**src/rtl/adder_pkg.sv**
```systemverilog
// Shared constants and types for the two-requester adder arbiter.
package adder_pkg;

    localparam int WIDTH = 16;
    localparam int LAT   = 4;

    // Requester identity carried alongside each operation.
    typedef enum logic {
        REQ0 = 1'b0,
        REQ1 = 1'b1
    } req_id_t;

    // One slot of the tag pipeline that shadows the datapath.
    typedef struct packed {
        logic    valid;
        req_id_t id;
    } tag_t;

    // The requester that is not 'id'.
    function automatic req_id_t other(input req_id_t id);
        return (id == REQ0) ? REQ1 : REQ0;
    endfunction

endpackage

```
**src/rtl/adder_arbiter_if.sv**
```systemverilog
// Request/result bundle between two requesters and the shared adder arbiter.
interface adder_arbiter_if #(
    parameter int WIDTH = adder_pkg::WIDTH
);
    logic             req0_valid;
    logic             req0_ready;
    logic [WIDTH-1:0] req0_a;
    logic [WIDTH-1:0] req0_b;
    logic             req0_cin;

    logic             req1_valid;
    logic             req1_ready;
    logic [WIDTH-1:0] req1_a;
    logic [WIDTH-1:0] req1_b;
    logic             req1_cin;

    logic             res0_valid;
    logic [WIDTH-1:0] res0_sum;
    logic             res0_cout;

    logic             res1_valid;
    logic [WIDTH-1:0] res1_sum;
    logic             res1_cout;

    logic             busy;

    // Requester side: drives operations, receives grants and results.
    modport master (
        output req0_valid, req0_a, req0_b, req0_cin,
        output req1_valid, req1_a, req1_b, req1_cin,
        input  req0_ready, req1_ready,
        input  res0_valid, res0_sum, res0_cout,
        input  res1_valid, res1_sum, res1_cout,
        input  busy
    );

    // Arbiter side.
    modport slave (
        input  req0_valid, req0_a, req0_b, req0_cin,
        input  req1_valid, req1_a, req1_b, req1_cin,
        output req0_ready, req1_ready,
        output res0_valid, res0_sum, res0_cout,
        output res1_valid, res1_sum, res1_cout,
        output busy
    );

endinterface

```
**src/rtl/adder_16bit.sv**
```systemverilog
// Pipelined adder: sum and carry-out appear LAT cycles after the operands.
module adder_16bit #(
    parameter int WIDTH = adder_pkg::WIDTH,
    parameter int LAT   = adder_pkg::LAT
) (
    input  logic             clk,
    input  logic             rst_n,
    input  logic [WIDTH-1:0] a,
    input  logic [WIDTH-1:0] b,
    input  logic             cin,
    output logic [WIDTH-1:0] sum,
    output logic             cout
);

    logic [WIDTH:0] total;
    logic [WIDTH:0] stage_q [LAT];

    // Full-width add with carry, computed at the pipeline input.
    always_comb total = {1'b0, a} + {1'b0, b} + {{WIDTH{1'b0}}, cin};

    // First stage captures the sum; later stages only delay it.
    always_ff @(posedge clk or negedge rst_n) begin
        if (!rst_n) begin
            // NOTE: the stage array is reset explicitly so no stale sum can surface
            // after a reset; non-blocking assignments make the shift order-independent.
            for (int i = 0; i < LAT; i++) stage_q[i] <= '0;
        end else begin
            stage_q[0] <= total;
            for (int i = 1; i < LAT; i++) stage_q[i] <= stage_q[i-1];
        end
    end

    assign {cout, sum} = stage_q[LAT-1];

endmodule

```
**src/rtl/adder_arbiter.sv**
```systemverilog
// Round-robin arbiter sharing one pipelined adder between two requesters.
module adder_arbiter #(
    parameter int WIDTH = adder_pkg::WIDTH,
    parameter int LAT   = adder_pkg::LAT
) (
    input  logic           clk,
    input  logic           reset,
    adder_arbiter_if.slave bus
);
    import adder_pkg::req_id_t;
    import adder_pkg::tag_t;
    import adder_pkg::REQ0;
    import adder_pkg::REQ1;
    import adder_pkg::other;

    req_id_t          ptr_q, ptr_d;
    logic             grant0, grant1;

    tag_t             iss_tag;
    logic [WIDTH-1:0] iss_a, iss_b;
    logic             iss_cin;

    tag_t             tag_q [LAT];
    tag_t             out_tag;

    logic [WIDTH-1:0] add_sum;
    logic             add_cout;

    logic [WIDTH-1:0] sum0_q, sum1_q;
    logic             cout0_q, cout1_q;
    logic             hit0, hit1;

    // Grant: a lone valid wins outright; a tie goes to the pointer.
    always_comb begin
        // NOTE: defaults first so every path assigns both grants and no latch appears.
        grant0 = 1'b0;
        grant1 = 1'b0;
        if (reset) begin
            if (bus.req0_valid && (!bus.req1_valid || ptr_q == REQ0)) grant0 = 1'b1;
            else if (bus.req1_valid)                                  grant1 = 1'b1;
        end
    end

    // Pointer advances past the winner only when both requesters competed.
    always_comb begin
        ptr_d = ptr_q;
        if (bus.req0_valid && bus.req1_valid) ptr_d = other(ptr_q);
    end

    // Round-robin pointer register.
    always_ff @(posedge clk or negedge reset) begin
        if (!reset) ptr_q <= REQ0;
        else        ptr_q <= ptr_d;
    end

    assign bus.req0_ready = grant0;
    assign bus.req1_ready = grant1;

    // Issue stage: register the accepted operation and its tag.
    always_ff @(posedge clk or negedge reset) begin
        if (!reset) begin
            iss_tag <= '0;
            iss_a   <= '0;
            iss_b   <= '0;
            iss_cin <= 1'b0;
        end else begin
            iss_tag.valid <= grant0 | grant1;
            iss_tag.id    <= grant1 ? REQ1 : REQ0;
            if (grant1) begin
                iss_a   <= bus.req1_a;
                iss_b   <= bus.req1_b;
                iss_cin <= bus.req1_cin;
            end else if (grant0) begin
                iss_a   <= bus.req0_a;
                iss_b   <= bus.req0_b;
                iss_cin <= bus.req0_cin;
            end
        end
    end

    adder_16bit #(
        .WIDTH (WIDTH),
        .LAT   (LAT)
    ) u_adder (
        .clk   (clk),
        .rst_n (reset),
        .a     (iss_a),
        .b     (iss_b),
        .cin   (iss_cin),
        .sum   (add_sum),
        .cout  (add_cout)
    );

    // Tag pipeline: moves in lockstep with the adder stages.
    always_ff @(posedge clk or negedge reset) begin
        if (!reset) begin
            for (int i = 0; i < LAT; i++) tag_q[i] <= '0;
        end else begin
            tag_q[0] <= iss_tag;
            for (int i = 1; i < LAT; i++) tag_q[i] <= tag_q[i-1];
        end
    end

    assign out_tag = tag_q[LAT-1];
    assign hit0    = out_tag.valid && (out_tag.id == REQ0);
    assign hit1    = out_tag.valid && (out_tag.id == REQ1);

    // Per-requester copies of the last delivered result, shown between pulses.
    always_ff @(posedge clk or negedge reset) begin
        if (!reset) begin
            sum0_q  <= '0;
            cout0_q <= 1'b0;
            sum1_q  <= '0;
            cout1_q <= 1'b0;
        end else begin
            if (hit0) begin
                sum0_q  <= add_sum;
                cout0_q <= add_cout;
            end
            if (hit1) begin
                sum1_q  <= add_sum;
                cout1_q <= add_cout;
            end
        end
    end

    // Result steering and in-flight indication.
    always_comb begin
        bus.res0_valid = hit0;
        bus.res0_sum   = hit0 ? add_sum  : sum0_q;
        bus.res0_cout  = hit0 ? add_cout : cout0_q;
        bus.res1_valid = hit1;
        bus.res1_sum   = hit1 ? add_sum  : sum1_q;
        bus.res1_cout  = hit1 ? add_cout : cout1_q;
        bus.busy       = iss_tag.valid;
        for (int i = 0; i < LAT; i++) bus.busy = bus.busy | tag_q[i].valid;
    end

endmodule

```
**src/flat_wrapper.sv**
```systemverilog
// flat-port wrapper written by rule: the top's interface ports become plain ports
module adder_arbiter_flat import adder_pkg::req_id_t; import adder_pkg::tag_t; import adder_pkg::REQ0; import adder_pkg::REQ1; import adder_pkg::other;
#(
    parameter int WIDTH = adder_pkg::WIDTH,
    parameter int LAT   = adder_pkg::LAT
)
  (clk, reset, bus_req0_valid, bus_req0_a, bus_req0_b, bus_req0_cin, bus_req1_valid, bus_req1_a, bus_req1_b, bus_req1_cin, bus_req0_ready, bus_req1_ready, bus_res0_valid, bus_res0_sum, bus_res0_cout, bus_res1_valid, bus_res1_sum, bus_res1_cout, bus_busy);
  adder_arbiter_if #(.WIDTH(WIDTH)) bus_i ();
  input  logic clk;
  input  logic reset;
  input wire logic [$bits(bus_i.req0_valid)-1:0] bus_req0_valid;
  input wire logic [$bits(bus_i.req0_a)-1:0] bus_req0_a;
  input wire logic [$bits(bus_i.req0_b)-1:0] bus_req0_b;
  input wire logic [$bits(bus_i.req0_cin)-1:0] bus_req0_cin;
  input wire logic [$bits(bus_i.req1_valid)-1:0] bus_req1_valid;
  input wire logic [$bits(bus_i.req1_a)-1:0] bus_req1_a;
  input wire logic [$bits(bus_i.req1_b)-1:0] bus_req1_b;
  input wire logic [$bits(bus_i.req1_cin)-1:0] bus_req1_cin;
  output wire logic [$bits(bus_i.req0_ready)-1:0] bus_req0_ready;
  output wire logic [$bits(bus_i.req1_ready)-1:0] bus_req1_ready;
  output wire logic [$bits(bus_i.res0_valid)-1:0] bus_res0_valid;
  output wire logic [$bits(bus_i.res0_sum)-1:0] bus_res0_sum;
  output wire logic [$bits(bus_i.res0_cout)-1:0] bus_res0_cout;
  output wire logic [$bits(bus_i.res1_valid)-1:0] bus_res1_valid;
  output wire logic [$bits(bus_i.res1_sum)-1:0] bus_res1_sum;
  output wire logic [$bits(bus_i.res1_cout)-1:0] bus_res1_cout;
  output wire logic [$bits(bus_i.busy)-1:0] bus_busy;
  assign bus_i.req0_valid = bus_req0_valid;
  assign bus_i.req0_a = bus_req0_a;
  assign bus_i.req0_b = bus_req0_b;
  assign bus_i.req0_cin = bus_req0_cin;
  assign bus_i.req1_valid = bus_req1_valid;
  assign bus_i.req1_a = bus_req1_a;
  assign bus_i.req1_b = bus_req1_b;
  assign bus_i.req1_cin = bus_req1_cin;
  assign bus_req0_ready = bus_i.req0_ready;
  assign bus_req1_ready = bus_i.req1_ready;
  assign bus_res0_valid = bus_i.res0_valid;
  assign bus_res0_sum = bus_i.res0_sum;
  assign bus_res0_cout = bus_i.res0_cout;
  assign bus_res1_valid = bus_i.res1_valid;
  assign bus_res1_sum = bus_i.res1_sum;
  assign bus_res1_cout = bus_i.res1_cout;
  assign bus_busy = bus_i.busy;
  adder_arbiter #(.WIDTH(WIDTH), .LAT(LAT)) u_core (.clk(clk), .reset(reset), .bus(bus_i));
endmodule
```
**config.mk**
```make
export PLATFORM = sky130hd
export DESIGN_NAME = adder_arbiter_flat
export DESIGN_NICKNAME = d
export VERILOG_FILES = /design/src/rtl/adder_pkg.sv /design/src/rtl/adder_arbiter_if.sv /design/src/rtl/adder_16bit.sv /design/src/rtl/adder_arbiter.sv /design/src/flat_wrapper.sv
export SDC_FILE = /design/constraint.sdc
export NUM_CORES = 1
export LEC_CHECK = 0
export ABC_CLOCK_PERIOD_IN_PS = 3300
export CELL_PAD_IN_SITES_DETAIL_PLACEMENT = 0
export CELL_PAD_IN_SITES_GLOBAL_PLACEMENT = 1
export CORE_ASPECT_RATIO = 0.9
export CORE_MARGIN = 2
export CORE_UTILIZATION = 51
export CTS_BUF_LIST = sky130_fd_sc_hd__clkbuf_16
export DETAILED_ROUTE_END_ITERATION = 7
export DONT_BUFFER_PORTS = 1
export GPL_TIMING_DRIVEN = 0
export PLACE_DENSITY_LB_ADDON = 0.1
export SKIP_CTS_REPAIR_TIMING = 1
export SLEW_MARGIN = 20
export SYNTH_ARGS = -nofsm -noshare
export SYNTH_HDL_FRONTEND = slang
export SYNTH_SLANG_ARGS = --single-unit
```
**constraint.sdc**
```tcl
create_clock -name clk -period 3.3 [get_ports clk]
set_input_delay 0.99 -clock clk [delete_from_list [all_inputs] [get_ports clk]]
set_output_delay 0.99 -clock clk [all_outputs]
set_load 0.05 [all_outputs]
```
==> results.md <==
* Outcome: complete, no violations
* Routed len/inst at 17.4 um
* Crit path max-delay cell type: mux2_1
* CTS clk-pin slew, worst paths at ~0.060 ns
* Layout cells sized above 1 at around 17%
* Unique masters post-synth at 36
* Clk Latency, worst-skew pair at 0.40 ns
* GPL Wtd Cong at between 0.7 and 0.8
* GRT Total Usage at between 15 and 20%
* CTS sink cnt at between 100 and 150
* Via density at around 5.5
* First-pass GRT wire length at roughly 16 mm
* Area grow syn2layout at 14.8%
* CTS Root Cell: clkbuf_16
* Crit path largest cell delay at ~0.58 ns
* IO Count at approximately 110
* Antenna viol nets, final at 0
* Kind of cell adding the most delay to the critical path: buffers and inverters
* M1 GR Usage at between 20% and 30%
* Initial Utilization at 52.4%
* Seq cells post-synth at roughly 150
* Fin. max-slew vios at 0
* CTS tree: yes
* CP endpoint kind: output pin
* Die height at between 100 and 150 um
* Routing usage on met2 at between 20% and 30%
* Area of the multi-input gates at 1540 um^2
* Most Used Layer, Global Route: met2
* Syn. warnings at 0
* CTS buffer count at 17
* Worst slew margin relative to its limit at 65.0%
* DRT Wirelength at approximately 9.4 mm
* CTS max path bufs at 2
* Final net count at between 400 and 500
* Sequential fraction of the synthesis area at about two thirds
* Avg Cell Area, Syn at approximately 14 um^2
* Filler Cell Count at about 820
* Pin count of the biggest net entering global routing at 150
* Setup violators final at 0
* DRT Pass-1 Iters at 6
* CORE AREA at between 10000 and 15000 um^2
* Worst endpoint data arrival time at roughly 2.2 ns
* Initial antenna violation count at 0
* Leak at between 0.002 and 0.003 uW
* RSZ-0062 raised after global routing: no
* HP Class: primary input to async pin
* CP Class: flop to output pin
* Crit path time final at 3.15 ns
* Fin Clk Skew at ~0.01 ns
* Global routing usage on met3 at under 10%
* WHS at about 0.28 ns
* Register area at around 3700 um^2
* Power density cells at around 1100 nW/um^2
* Worst-Margin Slew at roughly 0.53 ns
* Buffer and inverter count on the worst path at 2
* Grt total ovfl at 0
* Final period utilization at between 90% and 100%
* CP startpoint kind: flop
* Syn nets at between 400 and 500
* Synth Cell Area at 5390 um^2
* Maximum VDD drop at between 0.0007 and 0.0008 V
* Via count at 2977
* Final HPWL DP at 6.39 mm
* Vias in the first global route at between 3000 and 4000
* FMAX at 0.317 GHz
* Fin. Hold Viols at 0
* Final Core Density at between 60% and 70%
* Number of max-cap violations at 0
* DRC Markers at 0
* CP required at about 2.3 ns
* IO buf count at 0
* Starting DRT DRC Count at between 300 and 400
* Die Area at about 11000 um^2
* Crit Path Max Fanout at 10
* Rows at 35
* Htree depth at 4
* Horiz. Die Dim at 112 um
* Gate Count Post-Synth at approximately 380
* Antenna cell count at 0
* CP Cell Sequence: nor2b_1 -> buf_2 -> clkbuf_4 -> mux2_1
report_power, final:
part	internal (uW)	switching (uW)	total, uW	leakage, uW
logic	518	1430	1950	0.000886
registers	2520	247	2770	0.00177
clock network	1280	739	2010	0.000301
total	4320	2420	6730	0.00295
synth_stat cells, drive strengths merged:
cell | instances | area (um^2)
a21boi | 1 | 11.3
nand3 | 6 | 30.0
a211oi | 2 | 15.0
clkbuf | 10 | 37.5
ha | 15 | 188
a221oi | 2 | 23.8
a222oi | 33 | 330
mux2i | 1 | 10.0
and2 | 1 | 6.26
buf | 3 | 15.0
nand2 | 18 | 72.6
nor2b | 1 | 6.26
and3 | 1 | 6.26
o221ai | 1 | 8.76
o41ai | 1 | 16.3
nor4 | 1 | 21.3
nand4 | 2 | 12.5
xnor2 | 8 | 70.1
a21o | 4 | 30.0
nor2 | 8 | 30.0
or2 | 1 | 6.26
fa | 2 | 40.0
o211ai | 1 | 21.3
inv | 39 | 146
a21oi | 16 | 80.1
xor2 | 5 | 43.8
nor3 | 2 | 10.0
or3 | 1 | 6.26
o21bai | 3 | 22.5
dfrtp | 146 | 3650
o21ai | 8 | 40.0
mux2 | 34 | 383
worst paths after layout:
check                      cells past startpoint                                 start  slack, ns                                   end
setup / recovery                               4           u_core.out_tag[1]$_DFF_PN0_       0.15                      bus_res0_sum[12]
hold / removal                                 0                                 reset       0.28            u_core.sum0_q[7]$_DFF_PN0_
setup reg to reg                               7            u_core.iss_cin$_DFFE_PN0P_       0.65  u_core.u_adder.stage_q[67]$_DFF_PN0_
hold reg to reg                                0  u_core.u_adder.stage_q[33]$_DFF_PN0_       0.34         u_core.u_adder.cout$_DFF_PN0_
max in group asynchronous                      0                                 reset       2.83  u_core.u_adder.stage_q[35]$_DFF_PN0_
min in group clk                               0  u_core.u_adder.stage_q[33]$_DFF_PN0_       0.34         u_core.u_adder.cout$_DFF_PN0_
cell families (layout without fill, tap and decap cells):
kind of cell / Yosys count / count (layout) / synth area share (%)
AO/OA/AOI/OAI: 72 / 72 / 11.1
XOR/XNOR: 13 / 13 / 2.11
adder cells (fa/ha/maj): 17 / 17 / 4.22
buffers and inverters: 52 / 84 / 3.69
flip-flops: 146 / 146 / 67.7
multiplexers: 35 / 35 / 7.28
AND/OR/NAND/NOR: 42 / 42 / 3.85
routing by layer:
metal / up-vias / routed length (um)
li1: 1406 / -
met1: 1444 / 4140
met2: 125 / 4150
met3: 2 / 1030
met4: 0 / 43
met5: - / 0
worst reg2reg max path, stage by stage, from the launching register on:
cell,delay (ns)
dfrtp_1,0.41
fa_1,0.52
fa_1,0.44
a21o_1,0.22
a221oi_2,0.42
o21bai_1,0.21
a21boi_2,0.21
o21ai_1,0.10
per-stage QoR:
| stage | instances | setup WS [ns] | instance area (um^2) | total power [uW] | setup TNS [ns] |
|---|---|---|---|---|---|
| floorplan | 377 | 0.312 | 5390 | 4470 | 0 |
| global placement | 506 | -0.0270 | 5560 | 4710 | -0.0270 |
| detailed placement | 506 | -0.0352 | 5560 | 4770 | -0.0352 |
| CTS | 538 | -0.0249 | 6190 | 6800 | -0.206 |
| global route | 538 | 0.0223 | 6190 | 7100 | 0 |
| finish | 538 | 0.150 | 6190 | 6730 | 0 |
layout make-up:
cell class	instances	area share, %
sequential	146	59.0
multi-input combinational	179	24.9
clock buffer	17	6.87
clock inverter	15	3.31
tap	129	2.61
inverter	39	2.36
buffer	13	0.950
layout by cell type, fill, tap and decap left out, types with 3 or more instances in the layout:
cell type,synthesis,final
xor2_1,5,5
nand2_1,16,16
mux2_2,25,25
inv_1,39,39
dfrtp_1,146,146
a21o_1,4,4
clkbuf_1,10,7
nand3_1,6,6
bufinv_16,0,4
clkbuf_2,0,3
clkbuf_16,0,17
xnor2_1,8,8
clkinvlp_4,0,3
o21ai_0,5,5
ha_1,15,15
a222oi_1,33,33
o21ai_1,3,3
nor2_1,8,8
o21bai_1,3,3
a21oi_1,16,16
mux2_1,9,9
sequential cells by signal, indices dropped and copies added (netlist names):
register	cells
u_core.u_adder.stage_q	51
u_core.iss_a	16
u_core.iss_b	16
u_core.sum0_q	16
u_core.sum1_q	16
u_core.u_adder.sum	16
u_core.tag_q	6
u_core.iss_tag	2
u_core.out_tag	2
u_core.cout0_q	1
u_core.cout1_q	1
u_core.iss_cin	1
u_core.ptr_q	1
u_core.u_adder.cout	1
Note: power is estimated with default switching activity, not from simulation.
==> variant: new RTL, same flow settings <==
Set the package constant `LAT` to 8 (it was 4).
--- a/src/rtl/adder_pkg.sv
+++ b/src/rtl/adder_pkg.sv
@@ -2,7 +2,7 @@
 package adder_pkg;
 
     localparam int WIDTH = 16;
-    localparam int LAT   = 4;
+    localparam int LAT   = 8;
 
     // Requester identity carried alongside each operation.
     typedef enum logic {
Formal check against the unedited RTL: not equivalent (a bounded check fails within 10 cycles, from zero or initial values and one cycle with reset low).
==> variant against the unedited design <==
- wire length up 20%
- area after synthesis rose by 35%
- setup slack gained 0.0061 ns
- utilization decreased by 1.3 points
- sequential power rose by 52%
- critical path type unchanged
- die area rose by 34%
- design area grew 33%
- clock power rose by 16%
- power up 26%
- hold slack lost 0.083 ns
- sequential cell count rose by 76
- highest routed layer unchanged
- via count grew 19%
==> variant: results (changes against the unedited design) <==
- GP Congestion: 0.792 (+1.2%)
- Vias: 3,555 (+19%)
- Flop2flop setup slack: 0.68 ns (+0.03 ns)
- Hold slack: 0.194 ns (-0.0833 ns)
- Initial DRC count: 280 (-11%)
- Number of global-route vias before repair: 3,691 (+23%)
- Clock tree buffer depth: 3 (+1)
- Status: finished clean
- CTS buffer count: 22 (+5)
- Leakage: 3.91 nW (+33%)
- Seq/Total Area, Yosys: 76.1% (+8.3 points)
- Final net count: 565 (+17%)
- First-pass GRT wire length: 18.4 mm (+17%)
- Synth cell count leaders: dfrtp_1, inv_1, a222oi_1, mux2_2, a21oi_1
- H-tree depth: 1 (-3)
- Max reg flops: 119 (+130%)
- Largest net degree at the start of global routing: 226 (+51%)
- Place WS: 0.0418 ns (+0.0770 ns)
- Distinct cell type count after synthesis: 37 (+2.8%)
- Post-Place Cells: 647 (+28%)
- Post-Synthesis Cells: 454 (+20%)
- Cell Area, Placed: 0.00754 mm² (+36%)
- Synth area leaders: dfrtp_1, a222oi_1, mux2_2
- Slew margin rel.: 62.4% (-2.6 points)
- Drt wl/cell: 16.3 µm (-6.3%)
- Syn nets: 541 (+17%)
- CP endpoint: bus_res0_sum[8]
- DP Wirelength: 7.26 mm (+14%)
- Worst VDD drop: 419 µV (-46%)
- Share of cells above drive strength 1: 16.0% (-0.88 points)
- All-Layer GR Usage: 15.1% (-2.8 points)
- Slowest-stage cell, CP: mux2_2
- RR Endpoint: u_core.u_adder.stage_q[135]$_DFF_PN0_
- DRT Wirelength: 11.2 mm (+20%)
- CP max stage delay: 0.52 ns (-0.06 ns)
- Fill cells: 1,136 (+39%)
- Clock latency on the worst-skew pair: 0.49 ns (+0.09 ns)
[variant: cell types whose count changed in the layout (fill, tap and decap cells not counted), sizes merged, moves of 2 or more]
cell / before / now
clkinv: 4 / 12
bufinv: 4 / 2
dfrtp: 146 / 222
clkbuf: 28 / 33
clkinvlp: 3 / 1
[variant: per-layer routing]
layer  vias up  global-route usage (%)  part of all wire [%]
met1      1741                    20.9                    43
met2       144                    22.0                    44
met3        23                    5.68                    11
met4         0                    5.31                   2.2
met5         -                       0                     0
li1       1647                       -                     -
[variant: area by class of cell]
class / count / area [µm²] / area share [%]
well taps: 193 / 241 / 2.93
clock inverters: 18 / 144 / 1.75
multi-input cells: 180 / 1550 / 18.8
flip-flops and latches: 222 / 5560 / 67.4
clock buffers: 22 / 551 / 6.68
inverters: 39 / 146 / 1.78
plain buffers: 13 / 58.8 / 0.713
[variant: logic make-up after synthesis]
kind of cell | after synthesis | synth area share [%]
multiplexers | 35 | 5.38
buffers and inverters | 52 | 2.72
AO/OA/AOI/OAI | 72 | 8.21
flip-flops | 222 | 76.1
AND/OR/NAND/NOR | 43 | 2.95
adder cells (fa/ha/maj) | 17 | 3.12
XOR/XNOR | 13 | 1.56
[variant: power breakdown]
group | switching (W) | internal (W)
clock | 0.000954 | 0.00137
sequential | 0.000346 | 0.00387
combinational | 0.00143 | 0.000533
total | 0.00273 | 0.00577
[variant: critical path: cells and delay by family, from the launching register on]
| family | cells | cell delay (ns) |
|---|---|---|
| flip-flops | 1 | 0.37 |
| buffers and inverters | 2 | 0.63 |
| multiplexers | 1 | 0.52 |
| AND/OR/NAND/NOR | 1 | 0.13 |
